### config.mk
export PLATFORM = sky130hd
export DESIGN_NAME = uart_tx_serializer_flat
export DESIGN_NICKNAME = d
export VERILOG_FILES = /design/src/rtl/uart_pkg.sv /design/src/rtl/uart_tx_serializer_if.sv /design/src/rtl/uart_tx_serializer_baud_tick_gen.sv /design/src/rtl/uart_tx_serializer.sv /design/src/flat_wrapper.sv
export SDC_FILE = /design/constraint.sdc
export NUM_CORES = 1
export LEC_CHECK = 0
export ABC_AREA = 1
export ABC_CLOCK_PERIOD_IN_PS = 1700
export CAP_MARGIN = 5
export CORE_MARGIN = 3
export CORE_UTILIZATION = 54
export CTS_BUF_LIST = sky130_fd_sc_hd__clkbuf_4 sky130_fd_sc_hd__clkbuf_8 sky130_fd_sc_hd__clkbuf_16
export DETAILED_ROUTE_END_ITERATION = 8
export MAX_ROUTING_LAYER = met4
export PLACE_DENSITY = 0.78
export SYNTH_ARGS = -nofsm -noshare
export SYNTH_HDL_FRONTEND = slang
export SYNTH_SLANG_ARGS = --single-unit
### constraint.sdc
create_clock -name clk -period 1.7 [get_ports clk]
set_input_delay 0.34 -clock clk [delete_from_list [all_inputs] [get_ports clk]]
set_output_delay 0.34 -clock clk [all_outputs]
set_load 0.01 [all_outputs]
### src/rtl/uart_pkg.sv
`default_nettype none
// ============================================================================
// Module : uart_pkg
// Brief  : Shared UART types and frame constants (TX serializer, future RX).
//          Optional build macro: UART_TX_PARITY_EN (adds the even-parity bit).
// Rev    : 1.0 - initial release
// ============================================================================
package uart_pkg;

    localparam int SYMBOL_W    = 10;
    localparam int START_BITS  = 1;
    localparam int STOP_BITS   = 1;
`ifdef UART_TX_PARITY_EN
    localparam int PARITY_BITS = 1;
`else
    localparam int PARITY_BITS = 0;
`endif
    localparam int FRAME_BITS  = START_BITS + SYMBOL_W + PARITY_BITS + STOP_BITS;

    typedef enum logic [2:0] {
        IDLE   = 3'd0,
        START  = 3'd1,
        DATA   = 3'd2,
        PARITY = 3'd3,
        STOP   = 3'd4
    } uart_state_t;

    function automatic logic even_parity(input logic [SYMBOL_W-1:0] sym);
        return ^sym;
    endfunction

endpackage
`default_nettype wire

### src/rtl/uart_tx_serializer_if.sv
`default_nettype none
// ============================================================================
// Module : uart_tx_serializer_if
// Brief  : Symbol handshake and serial-line bundle between encoder and TX.
// Rev    : 1.0 - initial release
// ============================================================================
interface uart_tx_serializer_if;
    import uart_pkg::*;

    logic [SYMBOL_W-1:0] tx_d;
    logic                tx_valid;
    logic                tx_ready;
    logic                tx;
    logic                tx_busy;

    modport master (output tx_d, tx_valid, input tx_ready, tx, tx_busy);
    modport slave  (input tx_d, tx_valid, output tx_ready, tx, tx_busy);
endinterface
`default_nettype wire

### src/rtl/uart_tx_serializer_baud_tick_gen.sv
`default_nettype none
// ============================================================================
// Module : baud_tick_gen
// Brief  : Bit-period counter; tick pulses on the last cycle of each bit.
// Rev    : 1.0 - initial release
// ============================================================================
module baud_tick_gen #(
    parameter int CLKS_PER_BIT = 434
) (
    input  wire logic clk,
    input  wire logic rst,
    input  wire logic clear,
    output logic      tick
);
    localparam int                  c_cnt_w = $clog2(CLKS_PER_BIT);
    localparam logic [c_cnt_w-1:0]  c_last  = c_cnt_w'(CLKS_PER_BIT - 1);

    logic [c_cnt_w-1:0] r_cnt;

    assign tick = (r_cnt == c_last);

    always_ff @(posedge clk) begin
        if (rst || clear) begin
            r_cnt <= '0;
        end else if (tick) begin
            r_cnt <= '0;
        end else begin
            r_cnt <= r_cnt + 1'b1;
        end
    end
endmodule
`default_nettype wire

### src/rtl/uart_tx_serializer.sv
`default_nettype none
// ============================================================================
// Module : uart_tx_serializer
// Brief  : 10-bit symbol to UART frame (start, 10 data LSB-first, stop).
//          Optional build macro: UART_TX_PARITY_EN (even parity before stop).
// Rev    : 1.0 - initial release
// ============================================================================
module uart_tx_serializer
    import uart_pkg::*;
#(
    parameter int CLKS_PER_BIT = 434
) (
    input  wire logic             clk,
    input  wire logic             rst,
    uart_tx_serializer_if.slave   bus
);
    uart_state_t         r_state, w_state_next;
    logic [SYMBOL_W-1:0] r_shift, w_shift_next;
    logic [3:0]          r_bit_cnt, w_bit_cnt_next;
    logic                r_tx, w_tx_next;
    logic                w_tick;
    logic                w_handshake;
    logic                w_baud_clear;
`ifdef UART_TX_PARITY_EN
    logic                r_parity, w_parity_next;
`endif

    assign bus.tx_ready = (r_state == IDLE) && !rst;
    assign bus.tx_busy  = (r_state != IDLE);
    assign bus.tx       = r_tx;
    assign w_handshake  = bus.tx_valid && bus.tx_ready;
    // Holding the counter at zero while idle aligns the first bit to the handshake.
    assign w_baud_clear = (r_state == IDLE);

    baud_tick_gen #(
        .CLKS_PER_BIT (CLKS_PER_BIT)
    ) u_baud_tick_gen (
        .clk   (clk),
        .rst   (rst),
        .clear (w_baud_clear),
        .tick  (w_tick)
    );

    always_ff @(posedge clk) begin
        if (rst) begin
            r_state   <= IDLE;
            r_shift   <= '0;
            r_bit_cnt <= '0;
            r_tx      <= 1'b1;
`ifdef UART_TX_PARITY_EN
            r_parity  <= 1'b0;
`endif
        end else begin
            r_state   <= w_state_next;
            r_shift   <= w_shift_next;
            r_bit_cnt <= w_bit_cnt_next;
            r_tx      <= w_tx_next;
`ifdef UART_TX_PARITY_EN
            r_parity  <= w_parity_next;
`endif
        end
    end

    always_comb begin
        w_state_next   = r_state;
        w_shift_next   = r_shift;
        w_bit_cnt_next = r_bit_cnt;
`ifdef UART_TX_PARITY_EN
        w_parity_next  = r_parity;
`endif
        unique case (r_state)
            IDLE: begin
                if (w_handshake) begin
                    w_state_next   = START;
                    w_shift_next   = bus.tx_d;
                    w_bit_cnt_next = '0;
`ifdef UART_TX_PARITY_EN
                    w_parity_next  = even_parity(bus.tx_d);
`endif
                end
            end
            START: begin
                if (w_tick) w_state_next = DATA;
            end
            DATA: begin
                if (w_tick) begin
                    w_shift_next = {1'b0, r_shift[SYMBOL_W-1:1]};
                    if (r_bit_cnt == 4'(SYMBOL_W - 1)) begin
                        w_bit_cnt_next = '0;
`ifdef UART_TX_PARITY_EN
                        w_state_next   = PARITY;
`else
                        w_state_next   = STOP;
`endif
                    end else begin
                        w_bit_cnt_next = r_bit_cnt + 4'd1;
                    end
                end
            end
`ifdef UART_TX_PARITY_EN
            PARITY: begin
                if (w_tick) w_state_next = STOP;
            end
`endif
            STOP: begin
                if (w_tick) w_state_next = IDLE;
            end
            default: w_state_next = IDLE;
        endcase

        // Line level is computed from the next state so tx leaves a flop in step with state.
        w_tx_next = 1'b1;
        unique case (w_state_next)
            START:   w_tx_next = 1'b0;
            DATA:    w_tx_next = w_shift_next[0];
`ifdef UART_TX_PARITY_EN
            PARITY:  w_tx_next = r_parity;
`endif
            default: w_tx_next = 1'b1;
        endcase
    end
endmodule
`default_nettype wire

### src/flat_wrapper.sv
// flat-port wrapper written by rule: the top's interface ports become plain ports
module uart_tx_serializer_flat import uart_pkg::*;
#(
    parameter int CLKS_PER_BIT = 434
)
  (clk, rst, bus_tx_d, bus_tx_valid, bus_tx_ready, bus_tx, bus_tx_busy);
  uart_tx_serializer_if bus_i ();
  input  wire logic clk;
  input  wire logic rst;
  input wire logic [$bits(bus_i.tx_d)-1:0] bus_tx_d;
  input wire logic [$bits(bus_i.tx_valid)-1:0] bus_tx_valid;
  output wire logic [$bits(bus_i.tx_ready)-1:0] bus_tx_ready;
  output wire logic [$bits(bus_i.tx)-1:0] bus_tx;
  output wire logic [$bits(bus_i.tx_busy)-1:0] bus_tx_busy;
  assign bus_i.tx_d = bus_tx_d;
  assign bus_i.tx_valid = bus_tx_valid;
  assign bus_tx_ready = bus_i.tx_ready;
  assign bus_tx = bus_i.tx;
  assign bus_tx_busy = bus_i.tx_busy;
  uart_tx_serializer #(.CLKS_PER_BIT(CLKS_PER_BIT)) u_core (.clk(clk), .rst(rst), .bus(bus_i));
endmodule
==> qor.csv, run 1 <==
metric,value,unit
final hold slack,0.477,ns
Final ANT Viol Nets,0,
FILL cells,183,
RSZ-0062 raised after global routing,false,
clock latency on the worst-skew pair,0.31,ns
total track usage,16.6,%
Synth cell types,31,
Clock Skew,0.00276,ns
slew at the pin with the worst max-slew slack,0.252,ns
Max-slew headroom,83.1,%
Final Setup Violations,0,
DP HPWL,1870,µm
largest cells by area after synthesis,"dfxtp_1, a21oi_1, nand2_1, nor2_1, inv_1",
Vias/cell,5.18,
largest area contributor in the netlist,dfxtp_1,
CTS Buf Count,3,
antenna cells,0,
total global routing overflow,0,
die area,3130,µm²
Post-Place Cells,221,
sequential share of the synthesized area,40.1,%
first-pass GRT wire length,4230,µm
initial antenna violation count,0,
# Max-Cap Violations,0,
vias in the first global route,1026,
mean post-synth cell area,7.66,µm²
DR vias,1170,
Critical Path End Type,output pin,
Placer Congestion,0.836,
Non-Filler Instances,226,
synth warn,0,
post-synth top area share,40.1,%
fin crit share,94.5,%
Fmax,0.623,GHz
Ports,16,
Die Ht,56.0,µm
Clock Pin Slew Worst Setup and Hold Paths,0.14,ns
CTS tree,done,
layout cells sized above 1,17.2,%
DR WL/cell,10.8,µm
Die Width,56.0,µm
Fin. Hold Viols,0,
"commonest cells after routing, fill and taps aside","nand2_1, a21oi_1, dfxtp_1, nor2_1, inv_1",
crit-path max FO,2,
post-layout min period,1.61,ns
htree depth,1,
power per cell area,682,nW/µm²
Post-Syn Area,1350,µm²
"most common cell after layout, fill and taps aside",nand2_1,
Post-Syn Nets,193,
final wirelength,2450,µm
final net count,216,
IO Port Bufs,15,
Max Root-Sink Buffers,2,
Setup crit start kind,register,
Peak VDD IR,0.499,mV
Initial Utilization,58.7,%
pin count of the biggest net entering global routing,15,
status,finished clean,
Core ar.,2300,µm²
classification of the worst setup path,register to output pin,
row count,17,
Synth Instances,176,
synthesis-stage register bit count,27,
area added between synthesis and finish,17.6,%
Hold Crit Class,register to register,
detailed router's first-iteration violation count,29,
leakage,0.676,nW
clock sinks,27,
count of pins over their slew limit,0,
1st-pass router iterations,4,
# DRC,0,
CP arrival,1.27,ns
CP Data Required Time,1.36,ns
Clock Tree Root,clkbuf_4,
stage by stage:
step	worst slack, ns	TNS (ns)	instance area, µm²	total power [mW]	utilization [%]
final	0.0942	0	1590	1.08	69.0
after global placement	-0.118	-1.10	1540	0.808	67.0
after CTS	0.0382	0	1570	1.09	68.4
after global routing	0.00863	0	1590	1.13	69.0
after floorplan	0.410	0	1350	0.756	-
after detailed placement	-0.129	-1.46	1540	0.812	67.0
routing by layer:
metal  track usage, %  wire (µm)  vias up
li1                 -          -      621
met5                -          0        -
met1             23.5       1240      529
met4             5.08          0        0
met3             2.78        101        0
met2             24.3       1100       20
synth_stat cells:
cell type and number:
a21oi_1 27, a31oi_1 1, buf_6 3, clkbuf_1 1
dfxtp_1 27, ha_1 4, inv_1 18, inv_2 4
inv_4 1, nand2_1 28, nand2_2 2, nand2_4 2
nand3_1 12, nand3_2 1, nand3_4 1, nand4_1 5
nand4_2 1, nor2_1 20, nor2_2 3, nor2_4 1
nor2_8 1, nor3_1 2, nor3_2 1, nor3b_1 1
o21ai_0 1, o21ai_1 1, o21ai_2 1, o21bai_1 1
or2_0 1, or2_2 1, xor2_1 3
final cells by class:
cell class | count | area [µm²] | area share, %
sequential | 27 | 543 | 34.3
multi-input combinational | 122 | 688 | 43.4
inverter | 23 | 88.8 | 5.60
clock buffer | 4 | 30.0 | 1.89
tap | 28 | 35.0 | 2.21
timing repair buffer | 22 | 200 | 12.6
final timing paths:
kind,from,endpoint,slack [ns],depth (start not counted)
worst min register to register,u_core.r_shift[7],u_core.r_shift[7],0.48,2
worst max register to register,u_core.u_baud_tick_gen.r_cnt[0],u_core.bus.tx,0.25,7
worst max-delay path,u_core.r_state[2],bus_tx_busy,0.09,4
worst min-delay path,u_core.r_shift[7],u_core.r_shift[7],0.48,2
kinds of logic after synthesis:
kind of cell / share of synthesized area (%)
DFF: 40.1
AOI/OAI and AO/OA: 12.4
buffers and inverters: 9.38
xor gates and xnor gates: 1.95
and+or+nand+nor: 32.4
adders and majority gates: 3.71
critical path: stages, from the launching register on:
cell and delay (ns):
dfxtp_2 0.36, nor2_4 0.11, nand2_1 0.07, buf_4 0.14, dlygate4sd2_1 0.28
sequential cells by signal (all words and copies together) (netlist names):
register,flops
u_core.u_baud_tick_gen.r_cnt,9
u_core.r_bit_cnt,4
u_core.r_shift,10
u_core.bus.tx,1
u_core.r_state,3
power breakdown:
part	switching, mW	leakage (nW)	internal (mW)
clock	0.175	0.0184	0.108
combinational	0.0667	0.438	0.0686
sequential	0.0117	0.220	0.652
total	0.254	0.676	0.828
timing repair:
item | 4_1_cts | 5_1_grt
setup endpoints to repair | 2 | 2
hold buffers | 0 | 0
pin swaps | 0 | 1
gates resized for setup | 4 | 2
setup buffers | 0 | 1
Note: power is estimated with default switching activity, not from simulation.
==> run 2: changes to the inputs <==
--- a/config.mk
+++ b/config.mk
@@ -13,7 +13,7 @@
 export CTS_BUF_LIST = sky130_fd_sc_hd__clkbuf_4 sky130_fd_sc_hd__clkbuf_8 sky130_fd_sc_hd__clkbuf_16
 export DETAILED_ROUTE_END_ITERATION = 8
 export MAX_ROUTING_LAYER = met4
-export PLACE_DENSITY = 0.78
+export PLACE_DENSITY = 0.87
 export SYNTH_ARGS = -nofsm -noshare
 export SYNTH_HDL_FRONTEND = slang
 export SYNTH_SLANG_ARGS = --single-unit
==> qor.csv, run 2 (synthesized netlist as in run 1, its figures left out) <==
metric,value,unit,change
status,finished clean,,
Hold Crit Class,register to register,,
DR vias,1181,,+0.94%
Peak VDD IR,0.474,mV,-4.8%
total global routing overflow,0,,unchanged
power per cell area,680,nW/µm²,-0.40%
critical path's top delay family,buffers and inverters,,
layout cells sized above 1,17.2,%,unchanged
RSZ-0062 raised after global routing,false,,
Hold Path End,u_core.r_shift[7],,
top flop regs,"u_core.r_shift x10, u_core.u_baud_tick_gen.r_cnt x9, u_core.r_bit_cnt x4",,
final hold slack,0.477,ns,+0.000631 ns
count of pins over their slew limit,0,,unchanged
Clock Skew,0.0102,ns,+0.00748 ns
area added between synthesis and finish,17.0,%,
Fmax,0.615,GHz,-1.2%
slew at the pin with the worst max-slew slack,0.255,ns,+0.00360 ns
sw frac,24.6,%,+1.1 points
"Core Util, Final",68.6,%,-0.38 points
crit path max-delay cell type,dfxtp_1,,
Worst R2R Path Depth,7,,unchanged
worst path bufs/invs,2,,unchanged
detailed router's first-iteration violation count,27,,-6.9%
post-layout min period,1.63,ns,+0.0198 ns
Reg-to-Reg End,u_core.bus.tx,,
vias in the first global route,1154,,+12%
CTS tree,done,,
clock latency on the worst-skew pair,0.33,ns,+0.02 ns
# Max-Cap Violations,0,,unchanged
row count,17,,unchanged
IO Port Bufs,15,,unchanged
combinational group share of total power,12.7,%,+0.2 points
die area,3130,µm²,unchanged
Max-slew headroom,82.9,%,-0.28 points
Critical Path End Type,output pin,,
final wirelength,2530,µm,+3.6%
leakage,0.674,nW,-0.42%
first-pass GRT wire length,4650,µm,+10%
Setup crit start kind,register,,
Final Setup Violations,0,,unchanged
Final ANT Viol Nets,0,,unchanged
pin count of the biggest net entering global routing,16,,+1
Die Ht,56.0,µm,unchanged
P_sw,263,µW,+3.7%
initial antenna violation count,0,,unchanged
proportion of power drawn by the clock network,25.4,%,-0.7 points
CP arrival,1.29,ns,+0.02 ns
DP HPWL,1980,µm,+5.9%
Pint,809,µW,-2.4%
final net count,216,,unchanged
clock sinks,27,,unchanged
fin crit share,95.6,%,+1.2 points
CTS Buf Count,3,,unchanged
Clock Pin Slew Worst Setup and Hold Paths,0.14,ns,about the same
Pwr Total,1.07,mW,-0.95%
FF-to-FF Start,u_core.u_baud_tick_gen.r_cnt[0],,
Hold Path Origin,u_core.r_shift[7],,
# DRC,0,,unchanged
Ports,16,,unchanged
Fin. Hold Viols,0,,unchanged
"slowest stage delay, CP",0.34,ns,-0.02 ns
Die Width,56.0,µm,unchanged
Vias/cell,5.23,,+0.94%
1st-pass router iterations,4,,unchanged
Seq pwr share,61.9,%,+0.5 points
Hold Path Stages,2,,unchanged
DR WL/cell,11.2,µm,+3.6%
antenna cells,0,,unchanged
"Cell Chain, Critical Path","nor2_2, nand2_1, buf_4, dlygate4sd2_1",,
htree depth,1,,unchanged
Core ar.,2300,µm²,unchanged
classification of the worst setup path,register to output pin,,
Placer Congestion,0.896,,+7.2%
Initial Utilization,58.7,%,unchanged
Clock Tree Root,clkbuf_4,,
CP Data Required Time,1.36,ns,about the same
Max Root-Sink Buffers,2,,unchanged
crit-path max FO,2,,unchanged
"commonest cells after routing, fill and taps aside","nand2_1, a21oi_1, dfxtp_1, nor2_1, inv_1",,
most flop-heavy register,u_core.r_shift,,
"most common cell after layout, fill and taps aside",nand2_1,,
R2R Setup Slk,0.29,ns,+0.04 ns
total track usage,18.6,%,+2.0 points
max FFs per register,10,,unchanged
==> run 2: cell count changes in the layout (fill, tap and decap cells not counted) <==
cell / change
clkbuf_4: -1
clkinv_2: +1
dfxtp_1: +1
dfxtp_2: -1
inv_1: -1
inv_2: +1
nor2_2: +1
nor2_4: -1
==> run 2: routing by layer <==
layer	GRT usage, %	vias to the layer above	wire length [µm]
li1	-	616	-
met1	21.9	541	1190
met2	31.1	17	1210
met4	8.81	0	66
met5	-	-	0
met3	2.78	7	70
==> run 2: repair_timing <==
action,in CTS,in global routing
hold buffers,0,0
resized for setup,4,1
setup buffers,0,1
setup endpoints to repair,2,1
pin swaps,0,1
==> run 2: worst max path at each step <==
stage | start | endpoint | slack, ns | depth (start not counted)
after detailed placement | rst | u_core.r_shift[1] | -0.17 | 8
after floorplan | u_core.u_baud_tick_gen.r_cnt[0] | u_core.r_bit_cnt[2] | 0.41 | 9
final | u_core.r_state[2] | bus_tx_busy | 0.07 | 4
after global placement | rst | bus_tx_ready | -0.11 | 3
after global routing | u_core.r_state[2] | bus_tx_busy | 0.02 | 4
after CTS | u_core.r_state[0] | bus_tx_busy | 0.03 | 4
==> run 2: power groups by stage <==
stage / Clock, mW / Combinational (mW) / Sequential, mW
after floorplan: 0 / 0.0800 / 0.676
after global placement: 0 / 0.131 / 0.676
after detailed placement: 0 / 0.136 / 0.678
after CTS: 0.282 / 0.135 / 0.664
after global routing: 0.308 / 0.151 / 0.667
final: 0.272 / 0.136 / 0.664
==> run 2: stage by stage <==
| stage | TNS, ns | worst slack, ns | instances | area [µm²] |
|---|---|---|---|---|
| after CTS | 0 | 0.0261 | 225 | 1570 |
| after floorplan | 0 | 0.410 | 176 | 1350 |
| final | 0 | 0.0744 | 226 | 1580 |
| after global placement | -0.995 | -0.111 | 221 | 1540 |
| after detailed placement | -1.94 | -0.165 | 221 | 1540 |
| after global routing | 0 | 0.0234 | 226 | 1580 |
==> run 2: area by class of cell <==
class	instances	area, µm²
Tap cell	28	35.0
Inverter	23	88.8
Clock buffer	3	22.5
Clock inverter	1	5.00
Fill cell	185	721
Sequential cell	27	542
Multi-Input combinational cell	122	683
Timing Repair Buffer	22	200
==> run 2: worst register-to-register path, stage by stage (launching register included) <==
cell and delay (ns):
dfxtp_1 0.40, ha_1 0.19, nand2_1 0.07, nor2_2 0.17, nand2_4 0.13, a21oi_1 0.21, nand3_1 0.10, nand3_1 0.09
